<file path="src/rtl/add_arb_pkg.sv">
// Shared types and widths for the two-requester shared-adder arbiter.
package add_arb_pkg;

  localparam int unsigned ADD_W = 4;

  typedef logic id_t;

  typedef struct packed {
    logic             v;
    logic [ADD_W-1:0] a;
    logic [ADD_W-1:0] b;
    id_t              id;
  } s1_t;

endpackage

</file>
<file path="src/rtl/rr_arb2.sv">
// Two-way round-robin grant; the pointer names the last requester that completed a transfer.
module rr_arb2 (
  input  logic       clk,
  input  logic       rst,
  input  logic [1:0] req,
  input  logic       take,
  output logic [1:0] gnt
);

  logic last_q;
  logic last_d;

  // NOTE: every signal written in always_comb gets a default first, so no path leaves it unassigned and no latch is inferred.
  always_comb begin
    gnt = 2'b00;
    if (!rst) begin
      if (req == 2'b11) gnt = last_q ? 2'b01 : 2'b10;
      else              gnt = req;
    end
    last_d = last_q;
    if (take) last_d = gnt[1];
  end

  // NOTE: state flops use non-blocking assignments so every flop samples pre-edge values regardless of statement order.
  always_ff @(posedge clk or posedge rst) begin
    if (rst) last_q <= 1'b1;
    else     last_q <= last_d;
  end

endmodule

</file>
<file path="src/rtl/add_arbiter.sv">
// Round-robin arbiter feeding one shared two-stage adder pipeline (operand reg, sum reg)
// with valid/ready on both request ports and the tagged response port.
module add_arbiter
  import add_arb_pkg::*;
#(
  parameter int unsigned W = ADD_W
) (
  input  logic         clk,
  input  logic         rst,
  input  logic         req0_valid,
  input  logic [W-1:0] req0_a,
  input  logic [W-1:0] req0_b,
  output logic         req0_ready,
  input  logic         req1_valid,
  input  logic [W-1:0] req1_a,
  input  logic [W-1:0] req1_b,
  output logic         req1_ready,
  output logic         rsp_valid,
  output logic [W:0]   rsp_sum,
  output id_t          rsp_id,
  input  logic         rsp_ready
);

  logic         v1_q, v1_d;
  logic [W-1:0] a1_q, a1_d;
  logic [W-1:0] b1_q, b1_d;
  id_t          id1_q, id1_d;
  logic         rsp_valid_q, rsp_valid_d;
  logic [W:0]   rsp_sum_q, rsp_sum_d;
  id_t          rsp_id_q, rsp_id_d;

  logic [1:0]   gnt;
  logic         adv1, adv2, take;

  rr_arb2 u_arb (
    .clk  (clk),
    .rst  (rst),
    .req  ({req1_valid, req0_valid}),
    .take (take),
    .gnt  (gnt)
  );

  always_comb begin
    adv2       = !rsp_valid_q | rsp_ready;
    adv1       = !v1_q | adv2;
    req0_ready = adv1 & gnt[0] & req0_valid;
    req1_ready = adv1 & gnt[1] & req1_valid;
    take       = req0_ready | req1_ready;

    v1_d        = v1_q;
    a1_d        = a1_q;
    b1_d        = b1_q;
    id1_d       = id1_q;
    rsp_valid_d = rsp_valid_q;
    rsp_sum_d   = rsp_sum_q;
    rsp_id_d    = rsp_id_q;

    if (take) begin
      v1_d  = 1'b1;
      id1_d = req1_ready;
      a1_d  = req1_ready ? req1_a : req0_a;
      b1_d  = req1_ready ? req1_b : req0_b;
    end else if (adv1) begin
      v1_d = 1'b0;
    end

    // S2 refills whenever its content is gone or being consumed this cycle.
    if (adv2) begin
      rsp_valid_d = v1_q;
      rsp_sum_d   = {1'b0, a1_q} + {1'b0, b1_q};
      rsp_id_d    = id1_q;
    end
  end

  // NOTE: reset is asynchronous and clears every pipeline field, so in-flight data is dropped the instant rst rises.
  always_ff @(posedge clk or posedge rst) begin
    if (rst) begin
      v1_q        <= 1'b0;
      a1_q        <= '0;
      b1_q        <= '0;
      id1_q       <= 1'b0;
      rsp_valid_q <= 1'b0;
      rsp_sum_q   <= '0;
      rsp_id_q    <= 1'b0;
    end else begin
      v1_q        <= v1_d;
      a1_q        <= a1_d;
      b1_q        <= b1_d;
      id1_q       <= id1_d;
      rsp_valid_q <= rsp_valid_d;
      rsp_sum_q   <= rsp_sum_d;
      rsp_id_q    <= rsp_id_d;
    end
  end

  assign rsp_valid = rsp_valid_q;
  assign rsp_sum   = rsp_sum_q;
  assign rsp_id    = rsp_id_q;

endmodule
</file>
<file path="config.mk">
export PLATFORM = sky130hd
export DESIGN_NAME = add_arbiter
export DESIGN_NICKNAME = d
export VERILOG_FILES = /design/src/rtl/add_arb_pkg.sv /design/src/rtl/rr_arb2.sv /design/src/rtl/add_arbiter.sv
export SDC_FILE = /design/constraint.sdc
export NUM_CORES = 1
export LEC_CHECK = 0
export ABC_AREA = 1
export BUFFER_PORTS_ARGS = -buffer_cell sky130_fd_sc_hd__buf_2
export CAP_MARGIN = 40
export CORE_MARGIN = 2
export CORE_UTILIZATION = 35
export CTS_CLUSTER_SIZE = 25
export DETAILED_ROUTE_END_ITERATION = 8
export SYNTH_ARGS = -nofsm -noshare
export SYNTH_HDL_FRONTEND = slang
export SYNTH_SLANG_ARGS = --single-unit
</file>
<file path="constraint.sdc">
create_clock -name clk -period 1.5 [get_ports clk]
set_input_delay 0.15 -clock clk [delete_from_list [all_inputs] [get_ports clk]]
set_output_delay 0.15 -clock clk [all_outputs]
set_load 0.02 [all_outputs]
</file>
# == Yosys cells after proc, flatten, opt, wreduce, memory -nomap -nowiden ==
# Index checks and enable logic that the tools add are counted.
# totals
output_inout_bits,9
inputBits,21
register_bits,18
elab_cells,27
rom_bits,0
ramBits,0
n_memories,0
latch_bits,0
# classes
add_sub_neg,1
n_mux,7
reduce_logical,3
magnitude_cmp,0
multipliers,0
shifts,0
n_eq_ne,1
bitwise_logic,7
n_div,0
# ops
cell,n
4-bit two-way mux,2
2-bit two-way mux,3
4-bit by 4-bit adder with 5-bit output,1
1-bit bitwise AND,4
1-bit bitwise OR,3
"2-bit equality test, second input constant",1
1-bit zero test,2
1-bit two-way mux,2
2-bit nonzero test,1

# == Logic depth before layout (Yosys ltp) ==
# depth
ltp_word,7
depth_mapped,8
ltp_nobuf,8

# == Hierarchy ==
# From an unflattened synthesis, not the netlist that was laid out.
# unflattened
hier_cells,132
area_unflattened_um2,1067.3
# modules_own_cells
mod,seq_area_each_um2,area_each_um2,cells_per_inst,n_inst
add_arbiter,425.4,998.5,122,1
rr_arb2,26.3,68.8,10,1

# == Worst setup path before layout ==
# Ideal clock, no wire load.
# synth_timing
path_kind,reg2reg
from,register a1_q[0]
to,register rsp_sum_q[4] (netlist: rsp_sum[4])
t_required_ps,1429
setup_time_ps,71
arrival_ps,1225
path_stages_with_launch,9
period_less_slack_ps,1296
slack_ps,204
path_buffers,0
cell_sequence,dfrtp_1 -> ha_1 -> inv_1 -> fa_1 -> inv_1 -> nand2_1 -> a21oi_1 -> nor3_1 -> nor2_1
# synth_between
elab_chain_len,1
# synth_rtl
item,line,source
from (decl),add_arbiter.sv:25,"logic [W-1:0] a1_q, a1_d;"
from (signal assigned),add_arbiter.sv:79,a1_q <= '0;
from (signal assigned),add_arbiter.sv:87,a1_q <= a1_d;
4-bit by 4-bit adder with 5-bit output,add_arbiter.sv:70,"rsp_sum_d = {1'b0, a1_q} + {1'b0, b1_q};"
to (signal assigned),add_arbiter.sv:91,rsp_sum_q <= rsp_sum_d;
to (decl),add_arbiter.sv:29,"logic [W:0] rsp_sum_q, rsp_sum_d;"
# Every way passes these cells.
# A chain may end at the register's enable or synchronous reset.

# == Worst setup path after layout ==
# layout_timing
from,register rsp_valid_q (netlist: rsp_valid)
to,output req0_ready
# layout_between
elab_chain_len,5
# layout_rtl
item,line,source
from (decl),add_arbiter.sv:28,"logic rsp_valid_q, rsp_valid_d;"
from (signal assigned),add_arbiter.sv:90,rsp_valid_q <= rsp_valid_d;
1-bit zero test,add_arbiter.sv:44,adv2 = !rsp_valid_q | rsp_ready;
1-bit bitwise OR,add_arbiter.sv:44,
1-bit bitwise OR,add_arbiter.sv:45,adv1 = !v1_q | adv2;
1-bit bitwise AND (2 in series),add_arbiter.sv:46,req0_ready = adv1 & gnt[0] & req0_valid;
to (decl),add_arbiter.sv:13,"output logic req0_ready,"
# Every way passes these cells.

==> flow_summary.ini <==
[status]
status = complete, but fails checks
violations = DRC

[place]
place.gp.congestion = 0.708
placed_cell_area_mm2 = 0.00123
io_buffers = 29
place_hpwl_um = 1660

[timing]
setup_violations = 0
hold_violations = 0
tns_ps = 0
rsz0062_at_grt = true
tightest_slew_ps = 234
slew_headroom_pct = 84.4
clock_skew_ps = 0.989
post-route-period-util_pct = 95.1
drv_slew = 0
fmax_ghz = 0.701
holdWs_ps = 161
min_period_ps = 1430

[routing]
vias_per_cell = 4.50
drtPass1Iterations = 7
drc = 3
wire_per_inst_um = 10.3
drtIter0Drc = 30
ant_nets = 0
wirelength_um = 2130
vias = 926

[grt]
antenna_found_initial = 0
grt_pass1_vias = 853
grt_pass1_wl_um = 3590
grt_max_degree = 19
overflow = 0
grtUsageTotal_pct = 13.9

[die]
fp-row-count = 19
coreArea_mm2 = 0.00281
start_util_pct = 37.4
die_h_um = 58.8
die_area_mm2 = 0.00345
num_io_pins = 30
die_w_um = 58.8

[clock_network]
clockRootBuffer = clkbuf_4
cts_made_buffers = 3
cts_sinks = 18
clockBufferDepth = 2
cts_tree = done
htreeDepth = 1
insertion_delay_ps = 290
clkTransAtPathRegs_ps = 100

[logic_synthesis]
synth-compound-area-share_pct = 3.34
synth_top_family_by_area = simple AND/OR/NAND/NOR gates
synth_area_leaders = dfrtp_1 (41%), nand2_1 (15%), inv_1 (11%)
ys.flop_type = dfrtp_1
netlist.area_leader.share_pct = 40.5
yosys.area_share.adder_pct = 6.67
synth-simple-area-share_pct = 32.5
synth-edff-count = 0
syn_avg_cell_area_um2 = 7.66
synth_commonest_cells = nand2_1 (41), inv_1 (32), nand3_1 (19)
yosysSeqAreaShare_pct = 43.0
syn_inst = 137
synth_cell_types = 19
synth_xor_area_share_pct = 0
async_flop_share_pct = 100
yosysWarnings = 0
yosys.area.top_type = dfrtp_1
syn_area_mm2 = 0.00105
post-synth-top-count-cell = nand2_1
synth_mux_area_share_pct = 0
synth_seq_cells = 18
syn_nets = 163

[worst_setup_path]
critPathKind = reg -> out
critPathSlowestCell = dfrtp_1
end_kind = primary output
critPathLaunchType = flip-flop
crit_fanout = 10
cp_data_required_time_ps = 1350
cp_data_arrival_time_ps = 1280
slowest_delay_ps = 430
path_common_cell = nand3_4
crit_chain = nand3_4 > buf_8 > nand3_4 > inv_2 > buf_4

[flow_run]
drv_cap = 0

[power_and_ir_drop]
totalPowerFinal_mw = 1.89
ir_worst_vdd_mv = 0.385
p_per_area_mw_per_mm2 = 1410
p_leak_nw = 0.798

[worst_hold_path]
hold_path_class = in -> reg

[final_layout]
final_cell_area_mm2 = 0.00134
drive_above_1_share_pct = 30.9
area_growth_pct = 27.5
finalNetCount = 202
fillers = 290
diodes = 0
registers in the layout (all words and copies together) (netlist names):
register and flops:
rsp_sum 5, a1_q 4, b1_q 4, id1_q 1
rsp_id 1, rsp_valid 1, u_arb.last_q 1, v1_q 1
report_power, final:
part / leakage, nW / internal (mW) / switching (mW)
combinational: 0.562 / 0.323 / 0.493
sequential: 0.215 / 0.669 / 0.110
clock: 0.0210 / 0.148 / 0.152
total: 0.798 / 1.14 / 0.755
kinds of logic after synthesis:
family	after synthesis
simple gates	72
buf+inv	35
flops	18
compound gates	7
fa+ha+maj	5
worst paths after layout:
kind	from	end	slack, ps	cells past startpoint
max	rsp_valid$_DFFE_PP0P_	req0_ready	70	5
min	req0_b[1]	b1_q[1]$_DFFE_PP0P_	160	5
max reg2reg	b1_q[0]$_DFFE_PP0P_	rsp_sum[4]$_DFFE_PP0P_	90	8
min reg2reg	rsp_sum[0]$_DFFE_PP0P_	rsp_sum[0]$_DFFE_PP0P_	480	2
max in group asynchronous	rst	u_arb.last_q$_DFFE_PP1P_	790	4
min in group asynchronous	rst	a1_q[0]$_DFFE_PP0P_	460	4
layout by cell type, fill, tap and decap left out, types with 2 or more instances in the layout:
cell type  Yosys  final
buf_2          0     28
dfrtp_1       17     17
nand3_1       19     19
clkbuf_4       0      3
a21oi_1        3      2
nor2_1         4      4
o21ai_0        4      4
nand2_1       41     40
inv_1         32     30
nand3_4        1      3
inv_2          0      2
ha_1           4      3
buf_4          0      6
through the flow:
stage | instances | utilization, % | setup slack (ps)
floorplan | 137 | - | 204
global placement | 197 | 43.7 | 149
detailed placement | 197 | 43.7 | 78.2
CTS | 202 | 45.8 | 0.234
global route | 206 | 47.7 | -48.4
finish | 206 | 47.7 | 72.9
final cells by class:
class | instances | area [um2] | share of cell area, %
multi-input cells | 84 | 473 | 35.3
flip-flops and latches | 18 | 452 | 33.7
inverters | 33 | 129 | 9.63
repair buffers | 36 | 210 | 15.7
clock buffers | 4 | 36.3 | 2.71
well taps | 31 | 38.8 | 2.90
routing by layer:
layer / vias to the layer above / part of all wire (%) / global-route usage, %
met2: 26 / 48 / 22.5
met4: 0 / 1.8 / 7.79
met1: 407 / 45 / 17.3
li1: 489 / - / -
met3: 4 / 4.6 / 2.86
met5: - / 0 / 0
timing repair:
item,CTS,global route
endpoints found under the hold margin,17,0
setup endpoints to repair,2,3
resized for setup,2,9
pin swaps,0,4
hold buffers,1,0
setup buffers,0,4
worst max-delay path, delay by kind of cell, from the launching register on:
family | cells | cell delay [ps]
flops | 1 | 430
buf+inv | 3 | 340
simple gates | 2 | 200
Power figures use the tool's default switching activity.
